File: config.mk
export PLATFORM = sky130hd
export DESIGN_NAME = code_lock_ctrl
export DESIGN_NICKNAME = d
export VERILOG_FILES = /design/src/rtl/code_lock_pkg.sv /design/src/rtl/code_lock_timer.sv /design/src/rtl/code_lock_ctrl.sv
export SDC_FILE = /design/constraint.sdc
export NUM_CORES = 1
export LEC_CHECK = 0
export BUFFER_PORTS_ARGS = -buffer_cell sky130_fd_sc_hd__buf_2
export CORE_MARGIN = 1.5
export CORE_UTILIZATION = 57
export DETAILED_ROUTE_END_ITERATION = 7
export GPL_ROUTABILITY_DRIVEN = 1
export PLACE_DENSITY = 0.77
export SETUP_SLACK_MARGIN = 0.15
export SYNTH_ARGS = -nofsm -noshare
export SYNTH_HDL_FRONTEND = slang
export SYNTH_SLANG_ARGS = --single-unit
File: constraint.sdc
create_clock -name i_clk -period 2.4 [get_ports i_clk]
set_input_delay 0.48 -clock i_clk [delete_from_list [all_inputs] [get_ports i_clk]]
set_output_delay 0.48 -clock i_clk [all_outputs]
set_load 0.02 [all_outputs]
File: src/rtl/code_lock_pkg.sv
// Shared types and sizing helpers for the keypad code-lock controller.
package code_lock_pkg;

    typedef enum logic [2:0] {
        ST_IDLE,
        ST_ENTRY,
        ST_CHECK,
        ST_OPEN,
        ST_LOCKOUT
    } state_t;

    typedef logic [3:0] digit_t;

    function automatic int cnt_width(input int digits);
        return $clog2(digits + 1);
    endfunction

    function automatic int tmr_width(input int a, input int b);
        int m;
        m = (a > b) ? a : b;
        return (m < 2) ? 1 : $clog2(m);
    endfunction

endpackage

File: src/rtl/code_lock_timer.sv
// Loadable down-counter; done is high for the single cycle the count sits at zero.
module code_lock_timer #(
    parameter int WIDTH = 10
) (
    input  logic             clk,
    input  logic             rst,
    input  logic             load,
    input  logic [WIDTH-1:0] load_val,
    output logic             done
);

    logic [WIDTH-1:0] cnt;
    logic             run;

    // NOTE: non-blocking assignments so every register samples pre-edge values.
    always_ff @(posedge clk) begin
        if (rst) begin
            cnt <= '0;
            run <= 1'b0;
        end else if (load) begin
            cnt <= load_val;
            run <= 1'b1;
        end else if (run) begin
            if (cnt == '0) run <= 1'b0;
            else           cnt <= cnt - 1'b1;
        end
    end

    assign done = run && (cnt == '0);

endmodule

File: src/rtl/code_lock_ctrl.sv
// Keypad code-lock supervisor: digit entry, code check, auto-relock and failure lockout.
// Optional code programming while open is compiled in with CODE_LOCK_PROG_EN.
module code_lock_ctrl
    import code_lock_pkg::*;
#(
    parameter int          DIGITS       = 4,
    parameter logic [31:0] DEFAULT_CODE = 32'h0000_2327,
    parameter int          MAX_FAIL     = 3,
    parameter int          OPEN_CYC     = 500,
    parameter int          LOCKOUT_CYC  = 1000
) (
    input  logic   i_clk,
    input  logic   i_rst,
    input  digit_t i_code,
    input  logic   i_code_vld,
    input  logic   i_enter,
    input  logic   i_close,
    input  logic   i_prog,
    output logic   o_open,
    output logic   o_fail,
    output logic   o_locked,
    output logic [3:0] o_fail_cnt,
    output logic   o_prog_ack
);

    localparam int ENTRY_W = DIGITS * 4;
    localparam int CNT_W   = cnt_width(DIGITS);
    localparam int TMR_W   = tmr_width(OPEN_CYC, LOCKOUT_CYC);

    localparam logic [CNT_W-1:0]   FULL       = CNT_W'(DIGITS);
    localparam logic [TMR_W-1:0]   OPEN_LOAD  = TMR_W'(OPEN_CYC - 1);
    localparam logic [TMR_W-1:0]   LOCK_LOAD  = TMR_W'(LOCKOUT_CYC - 1);
    localparam logic [3:0]         FAIL_LIMIT = 4'(MAX_FAIL);
    localparam logic [ENTRY_W-1:0] RESET_CODE = DEFAULT_CODE[ENTRY_W-1:0];

    state_t             state, state_nxt;
    logic [ENTRY_W-1:0] entry, entry_shift, code;
    logic [CNT_W-1:0]   count, count_inc;
    logic [3:0]         fail_cnt, fail_next;
    logic               fail_q, match, leave_open;
    logic               tmr_load, tmr_done;
    logic [TMR_W-1:0]   tmr_val;

    // Newest digit lands in the low nibble; the oldest falls off the top.
    assign entry_shift = ENTRY_W'({entry, i_code});
    assign count_inc   = (count == FULL) ? count : count + 1'b1;
    assign match       = (count == FULL) && (entry == code);
    assign fail_next   = fail_cnt + 4'd1;
    assign leave_open  = i_close || tmr_done;

    always_ff @(posedge i_clk) begin
        if (i_rst) state <= ST_IDLE;
        else       state <= state_nxt;
    end

    // NOTE: every output of this block gets a default first, so no path infers a latch.
    always_comb begin
        state_nxt = state;
        o_open    = 1'b0;
        o_locked  = 1'b0;
        tmr_load  = 1'b0;
        tmr_val   = OPEN_LOAD;
        case (state)
            ST_IDLE, ST_ENTRY: begin
                if (i_enter)         state_nxt = ST_CHECK;
                else if (i_code_vld) state_nxt = ST_ENTRY;
            end
            ST_CHECK: begin
                tmr_load = 1'b1;
                if (match) begin
                    state_nxt = ST_OPEN;
                end else begin
                    tmr_val   = LOCK_LOAD;
                    state_nxt = (fail_next == FAIL_LIMIT) ? ST_LOCKOUT : ST_IDLE;
                end
            end
            ST_OPEN: begin
                o_open = 1'b1;
                if (leave_open) state_nxt = ST_IDLE;
            end
            ST_LOCKOUT: begin
                o_locked = 1'b1;
                if (tmr_done) state_nxt = ST_IDLE;
            end
            default: state_nxt = ST_IDLE;
        endcase
    end

    always_ff @(posedge i_clk) begin
        if (i_rst) begin
            entry    <= '0;
            count    <= '0;
            fail_cnt <= 4'd0;
            fail_q   <= 1'b0;
        end else begin
            fail_q <= 1'b0;
            case (state)
                ST_IDLE, ST_ENTRY: begin
                    if (!i_enter && i_code_vld) begin
                        entry <= entry_shift;
                        count <= count_inc;
                    end
                end
                ST_CHECK: begin
                    entry <= '0;
                    count <= '0;
                    if (match) begin
                        fail_cnt <= 4'd0;
                    end else begin
                        fail_cnt <= fail_next;
                        fail_q   <= 1'b1;
                    end
                end
`ifdef CODE_LOCK_PROG_EN
                ST_OPEN: begin
                    if (leave_open || i_prog) begin
                        entry <= '0;
                        count <= '0;
                    end else if (i_code_vld) begin
                        entry <= entry_shift;
                        count <= count_inc;
                    end
                end
`endif
                ST_LOCKOUT: begin
                    if (tmr_done) fail_cnt <= 4'd0;
                end
                default: ;
            endcase
        end
    end

`ifdef CODE_LOCK_PROG_EN
    logic ack_q;

    // NOTE: the code register is reset on purpose so a reset restores DEFAULT_CODE.
    always_ff @(posedge i_clk) begin
        if (i_rst) begin
            code  <= RESET_CODE;
            ack_q <= 1'b0;
        end else begin
            ack_q <= 1'b0;
            if (state == ST_OPEN && i_prog && count == FULL) begin
                code  <= entry;
                ack_q <= 1'b1;
            end
        end
    end

    assign o_prog_ack = ack_q;
`else
    logic unused_prog;

    assign code        = RESET_CODE;
    assign unused_prog = i_prog;
    assign o_prog_ack  = 1'b0;
`endif

    code_lock_timer #(.WIDTH(TMR_W)) u_timer (
        .clk      (i_clk),
        .rst      (i_rst),
        .load     (tmr_load),
        .load_val (tmr_val),
        .done     (tmr_done)
    );

    assign o_fail     = fail_q;
    assign o_fail_cnt = fail_cnt;

endmodule

==> flow_summary.yaml, run 1 <==
die:
  rows: 20
  dieArea_sq_mm: 0.00350
  core_sq_mm: 0.00303
  io_pins: 18
  die_x_um: 59.2
  dieHeight_um: 59.2
  start_util_pct: 59.5
global_route:
  grt_pass1_vias: 1485
  antenna_found_initial: 0
  grt_pass1_wl_mm: 6.27
  track_usage_pct: 23.9
  grt_max_degree: 26
  grt_overflow: 0
finish:
  final_cell_mix: "dfxtp_1 (38), nand2_1 (37), a21oi_1 (28)"
  num_antenna_cells: 0
  n_fill_cell: 257
  drive_above_1_share_pct: 14.4
  nNetsFinal: 243
  final_common_cell: "dfxtp_1"
  multi_input_area_sq_um: 958
  area.sequential_sq_um: 761
  synthToLayoutAreaGrowth_pct: 10.1
  design_area_sq_mm: 0.00198
hold_path:
  min_path_type: "in -> reg"
  min_to: "entry[1]"
  hold_start: "i_code[1]"
  worstHoldPathCells: 3
critical_path:
  start_kind: "flip-flop"
  critPathTopFamily: "simple AND/OR/NAND/NOR gates"
  worstSetupEndpointType: "primary output"
  crit_slowest_cell: "or3b_2"
  r2r-end: "u_timer.cnt[1]"
  cp_num_buf_inv: 2
  crit_path_cell_trace: "or3b_2 -> inv_1 -> buf_2"
  path_class: "reg -> out"
  reg2reg_from: "u_timer.cnt[0]"
  worst-path-max-fanout: 8
  cpPeakStageDelay_ns: 0.52
  reg2reg_depth: 6
  worstPathRequired_ns: 1.92
  critical_path_arrival_ns: 1.64
  worst-r2r-setup-slack_ns: 0.46
timing:
  clock-skew-final_ns: 0.00750
  rsz0062_at_grt: "false"
  period_minus_slack_ns: 2.12
  tns_ns: 0
  slew_headroom_pct: 47.6
  finalSetupViolCount: 0
  finalHoldViolations: 0
  fin_crit_sh_pct: 88.3
  setup_slack_ns: 0.281
  tightest_slew_ns: 0.784
  fmax_mhz: 472
  slew_violations: 0
synth:
  seq_area_frac_synth_pct: 42.3
  syn-cell-area_sq_mm: 0.00180
  syn_nets: 227
  yosys_register_bits: 38
  avgSynthCellArea_sq_um: 8.49
  synth_edf_count: 0
  synth_largest_area_cell: "dfxtp_1"
  ys_dominant_reg_cell: "dfxtp_1"
  synth_cell_types: 47
  synth_top_cell_area_share_pct: 42.3
  synth.area.top_cells: "dfxtp_1 (42%), a21oi_1 (7.8%), nand2_1 (7.7%)"
  synth_warnings: 0
  synthCells: 212
  async_flop_share_pct: 0
clock_network:
  cts-root-buf: "clkbuf_4"
  post_cts_resized: 0
  clk_pin_slew_ns: 0.12
  cts_tree: "built"
  cts_buffers: 5
  post_cts_buffers: 0
  cts_hold_buf: 0
  clock_path_buffers: 2
  clkLatencyLatePin_ns: 0.35
  cts_sinks: 38
  htreeDepth: 2
place:
  io_buffer_count: 15
  dpl_worst_slack_ns: 0.488
  gp_congestion: 0.817
  dpl-instance-area_sq_mm: 0.00191
  dp_hpwl_mm: 2.53
routing:
  drtPass1Iterations: 4
  routed_via_density: 5.76
  drtIter0Drc: 104
  finalWirelength_mm: 3.66
  num_vias: 1573
  drc: 0
  ant_nets: 0
  wl_per_cell_um: 13.4
run_status:
  status: "complete, no violations"
power:
  p_per_area_mw_per_mm2: 711
  cellLeakagePower_uw: 0.000726
  power_uw: 1410
  irDropWorstVdd_v: 0.000436
job:
  drv_cap: 0
state kept, by name, indices dropped and copies added, names as in the netlist:
| register | flops |
|---|---|
| o_fail_cnt | 4 |
| state | 3 |
| u_timer.run | 1 |
| o_fail | 1 |
| u_timer.cnt | 10 |
| count | 3 |
| entry | 16 |
per-layer routing:
layer	up-vias	wire, um	GRT usage [%]
li1	787	-	-
met1	728	1620	28.2
met2	51	1760	38.3
met3	7	203	8.08
met4	0	77	12.7
met5	-	0	0
synth_stat cells (3+ instances only):
master / n
dfxtp_1: 38
nand2_1: 37
ha_1: 5
inv_1: 9
clkbuf_1: 3
a31oi_1: 3
xnor2_1: 7
nand3b_1: 3
a21oi_1: 28
nor3_1: 7
nand3_1: 11
nor4_1: 3
o21ai_0: 5
a211oi_1: 4
nor2_1: 9
tightest hold or removal path: stages:
cell and delay, ns:
buf_2 0.10, nand2_1 0.04, a21oi_1 0.05
final cells by class:
type	instances	share of cell area (%)
clock inverters	3	2.02
repair buffers	18	4.92
multi-input cells	156	48.3
well taps	44	2.78
clock buffers	5	1.89
inverters	9	1.70
flip-flops and latches	38	38.4
power breakdown:
group | total [uW] | switching (uW) | internal, uW
combinational | 263 | 156 | 107
sequential | 717 | 45.9 | 671
clock | 430 | 214 | 216
metrics by stage:
stage	util, %	hold slack, ns	cells
detailed placement	62.9	0.458	265
floorplan	-	0.440	212
finish	65.5	0.354	273
CTS	65.5	0.344	273
global route	65.5	0.327	273
global placement	62.9	0.452	265
logic make-up after synthesis:
family | share of synthesized area, %
muxes | 1.11
buffers and inverters | 4.52
adders and majority gates | 3.47
DFF | 42.3
AOI/OAI and AO/OA | 18.4
xor gates and xnor gates | 3.41
and+or+nand+nor | 26.6
other | 0.208
worst max path at each step:
stage              startpoint             end  slack, ns  cells after the start
2_1_floorplan  u_timer.cnt[0]  u_timer.cnt[3]       0.64                      7
4_1_cts              state[2]        o_locked       0.30                      3
3_5_place_dp   u_timer.cnt[0]  u_timer.cnt[1]       0.49                      6
6_report             state[2]        o_locked       0.28                      3
5_1_grt              state[2]        o_locked       0.21                      3
3_3_place_gp   u_timer.cnt[0]  u_timer.cnt[3]       0.54                      7
No activity file was read; power rests on OpenSTA's default activity.
==> run 2: changes to the inputs <==
--- a/config.mk
+++ b/config.mk
@@ -10,7 +10,7 @@
 export CORE_UTILIZATION = 57
 export DETAILED_ROUTE_END_ITERATION = 7
 export GPL_ROUTABILITY_DRIVEN = 1
-export PLACE_DENSITY = 0.77
+export PLACE_DENSITY = 0.84
 export SETUP_SLACK_MARGIN = 0.15
 export SYNTH_ARGS = -nofsm -noshare
 export SYNTH_HDL_FRONTEND = slang
==> run 2 against run 1 <==
- sequential share of layout area is 0.12 points higher
- sequential power is essentially flat
- largest cell class unchanged
- count of clock-buffer cells in the layout is 1 higher
- power is 4.9% lower
- first-iteration DRC count decreased by 18%
- highest routed layer unchanged
==> flow_summary.yaml, run 2 (synthesized netlist as in run 1, its figures left out) <==
routing:
  wl_met1_mm: 1.61
  routed_via_density: 5.65
  wl_met2_mm: 1.71
  route.met3.wl_um: 109
  drtIter0Drc: 85
  finalWirelength_mm: 3.50
  drc: 0
  drtPass1Iterations: 4
  ant_nets: 0
  wl_per_cell_um: 12.8
  top_layer_used: "met4"
  num_vias: 1547
finish:
  utilization_pct: 65.3
  largest_reg_flops: 16
  n_fill_cell: 263
  synthToLayoutAreaGrowth_pct: 9.80
  final_cell_mix: "dfxtp_1 (38), nand2_1 (37), a21oi_1 (28)"
  nNetsFinal: 244
  top_register: "entry"
  num_antenna_cells: 0
  drive_above_1_share_pct: 14.8
  final_common_cell: "dfxtp_1"
  design_area_sq_mm: 0.00198
  final_cells: 274
global_route:
  grt_overflow: 0
  grt_max_degree: 26
  grt_pass1_vias: 1378
  grt_pass1_wl_mm: 5.87
  antenna_found_initial: 0
  track_usage_pct: 22.0
hold_path:
  min_path_type: "in -> reg"
  worstHoldPathCells: 3
place:
  io_buffer_count: 15
  dp_hpwl_mm: 2.40
  gp_congestion: 0.796
  dpl_worst_slack_ns: 0.516
  dpl-instance-area_sq_mm: 0.00191
  placedCellCount: 266
die:
  core_sq_mm: 0.00303
  io_pins: 18
  rows: 20
  dieArea_sq_mm: 0.00350
  start_util_pct: 59.5
  die_x_um: 59.2
  dieHeight_um: 59.2
critical_path:
  critical_path_arrival_ns: 1.62
  path_class: "reg -> out"
  reg2reg_depth: 6
  worstSetupEndpointType: "primary output"
  worstPathRequired_ns: 1.92
  worst-path-max-fanout: 8
  start_kind: "flip-flop"
clock_network:
  htreeDepth: 2
  cts_hold_buf: 0
  post_cts_resized: 0
  clock_path_buffers: 2
  cts_buffers: 5
  post_cts_buffers: 0
  clkLatencyLatePin_ns: 0.35
  cts-root-buf: "clkbuf_4"
  clk_pin_slew_ns: 0.11
  cts_sinks: 38
  cts_tree: "built"
timing:
  tns_ns: 0
  slew_violations: 0
  finalSetupViolCount: 0
  tightest_slew_ns: 0.518
  slew_headroom_pct: 65.4
  setup_slack_ns: 0.305
  fmax_mhz: 477
  period_minus_slack_ns: 2.10
  fin_crit_sh_pct: 87.3
  clock-skew-final_ns: 0.00571
  finalHoldViolations: 0
  rsz0062_at_grt: "false"
power:
  p_per_area_mw_per_mm2: 678
  cellLeakagePower_uw: 0.000720
  irDropWorstVdd_v: 0.000476
run_status:
  status: "complete, no violations"
job:
  drv_cap: 0
==> run 2: layout make-up <==
type                            instances  area [sq um]  area share, %
Multi-Input combinational cell        156           958           48.5
Sequential cell                        38           761           38.5
Timing Repair Buffer                   19           105           5.32
Tap cell                               44          55.1           2.78
Clock buffer                            6          51.3           2.59
Inverter                                9          33.8           1.71
Clock inverter                          2          12.5          0.633
==> run 2: per-layer routing <==
layer | up-vias | track usage, %
met5 | - | 0
met4 | 0 | 11.7
met3 | 8 | 4.59
met2 | 23 | 35.8
met1 | 726 | 27.2
li1 | 790 | -
==> run 2: power by group <==
part / switching [uW] / leakage (uW) / internal (uW)
Clock: 220 / 0.0000343 / 141
Sequential: 44.5 / 0.000309 / 671
Combinational: 156 / 0.000376 / 109
==> run 2: worst max-delay path: stages (launching register included) <==
cell and delay (ns):
dfxtp_1 0.46, or3b_2 0.51, inv_1 0.12, buf_2 0.17
==> run 2: metrics by stage <==
step           power [uW]  hold WS, ns
2_1_floorplan         933        0.440
3_3_place_gp          985        0.450
3_5_place_dp          994        0.458
4_1_cts              1350        0.342
5_1_grt              1410        0.360
6_report             1340        0.348
==> run 2: worst paths after layout <==
check / start / slack, ns / to
worst min-delay path: i_code[1] / 0.35 / entry[1]
worst min register to register: entry[14] / 0.47 / entry[14]
worst max-delay path: state[2] / 0.30 / o_locked
worst max register to register: u_timer.cnt[0] / 0.50 / u_timer.cnt[1]
==> run 3: changes to the inputs <==
--- a/config.mk
+++ b/config.mk
@@ -5,7 +5,7 @@
 export SDC_FILE = /design/constraint.sdc
 export NUM_CORES = 1
 export LEC_CHECK = 0
-export BUFFER_PORTS_ARGS = -buffer_cell sky130_fd_sc_hd__buf_2
+export BUFFER_PORTS_ARGS = -buffer_cell sky130_fd_sc_hd__buf_4
 export CORE_MARGIN = 1.5
 export CORE_UTILIZATION = 57
 export DETAILED_ROUTE_END_ITERATION = 7
==> run 3 against run 2 <==
- count of clock-buffer cells in the layout rose by 1
- non-clock buffer count did not move
- sequential power barely moved
- critical path type unchanged
- combinational power rose by 2%
- flip-flop and latch count did not move
==> flow_summary.yaml, run 3 (synthesized netlist as in run 1, its figures left out) <==
run_status:
  status: "complete, no violations"
clock_network:
  post_cts_buffers: 0
  clk_pin_slew_ns: 0.12
  cts_sinks: 38
  cts_hold_buf: 0
  clkLatencyLatePin_ns: 0.35
  cts-root-buf: "clkbuf_4"
  htreeDepth: 2
  clock_path_buffers: 2
  cts_tree: "built"
  post_cts_resized: 0
  cts_buffers: 5
power:
  irDropWorstVdd_v: 0.000338
  power_uw: 1340
  cellLeakagePower_uw: 0.000728
  p_per_area_mw_per_mm2: 667
timing:
  fin_crit_sh_pct: 85.9
  tns_ns: 0
  tightest_slew_ns: 0.517
  slew_headroom_pct: 65.5
  finalHoldViolations: 0
  slew_violations: 0
  clock-skew-final_ns: 0.00879
  finalSetupViolCount: 0
  period_minus_slack_ns: 2.06
  rsz0062_at_grt: "false"
  fmax_mhz: 485
finish:
  largest_reg_flops: 16
  final_common_cell: "dfxtp_1"
  num_antenna_cells: 0
  final_cell_mix: "dfxtp_1 (38), nand2_1 (37), a21oi_1 (28)"
  final_cells: 274
  drive_above_1_share_pct: 14.3
  top_register: "entry"
  n_fill_cell: 266
  design_area_sq_mm: 0.00201
  synthToLayoutAreaGrowth_pct: 11.7
  area.sequential_sq_um: 761
  nNetsFinal: 244
  multi_input_area_sq_um: 958
place:
  placedCellCount: 266
  dpl-instance-area_sq_mm: 0.00195
  gp_congestion: 0.780
  io_buffer_count: 15
  dp_hpwl_mm: 2.48
hold_path:
  min_path_type: "in -> reg"
critical_path:
  critical_path_arrival_ns: 1.58
  path_class: "reg -> out"
  worst-r2r-setup-slack_ns: 0.46
  worst-path-max-fanout: 8
  worstPathRequired_ns: 1.92
  start_kind: "flip-flop"
  worstSetupEndpointType: "primary output"
die:
  start_util_pct: 59.5
  dieHeight_um: 59.2
  core_sq_mm: 0.00303
  die_x_um: 59.2
  rows: 20
  dieArea_sq_mm: 0.00350
  io_pins: 18
global_route:
  track_usage_pct: 22.2
  grt_pass1_wl_mm: 5.83
  grt_pass1_vias: 1348
  antenna_found_initial: 0
  grt_max_degree: 26
  grt_overflow: 0
routing:
  drc: 0
  ant_nets: 0
  num_vias: 1527
  wl_per_cell_um: 13.1
  finalWirelength_mm: 3.58
  drtPass1Iterations: 4
  drtIter0Drc: 77
  routed_via_density: 5.57
job:
  drv_cap: 0
-- run 3: critical path, stage by stage, from the launching register on --
cell     delay (ns)
dfxtp_1        0.45
or3b_2         0.51
inv_1          0.13
buf_4          0.15
-- run 3: final timing paths --
path	startpoint	to	depth (start not counted)
worst max-delay path	state[2]	o_locked	3
worst min-delay path	i_code[2]	entry[2]	3
worst max register to register	u_timer.cnt[0]	u_timer.cnt[1]	6
worst min register to register	entry[14]	entry[14]	2
-- run 3: power breakdown --
group,total [uW],internal (uW),switching (uW)
clock network,354,142,212
logic,271,115,156
registers,717,671,46.2
total,1340,928,414
-- run 3: area by class of cell --
type	count	share of cell area, %
multi-input cells	156	47.7
flip-flops and latches	38	37.8
repair buffers	19	7.09
clock buffers	7	2.74
well taps	44	2.74
inverters	9	1.68
clock inverters	1	0.249
-- run 3: per-layer routing --
layer | GRT usage [%] | vias to the layer above | wire length [um]
li1 | - | 787 | -
met1 | 26.3 | 713 | 1630
met2 | 36.9 | 21 | 1760
met3 | 6.77 | 6 | 121
met4 | 9.42 | 0 | 61
met5 | 0 | - | 0
-- run 3: stage by stage --
stage | util [%] | setup slack [ns] | hold slack (ns)
global route | 66.4 | 0.251 | 0.379
detailed placement | 64.4 | 0.488 | 0.457
CTS | 66.4 | 0.330 | 0.356
floorplan | - | 0.638 | 0.440
global placement | 64.4 | 0.539 | 0.451
finish | 66.4 | 0.339 | 0.365
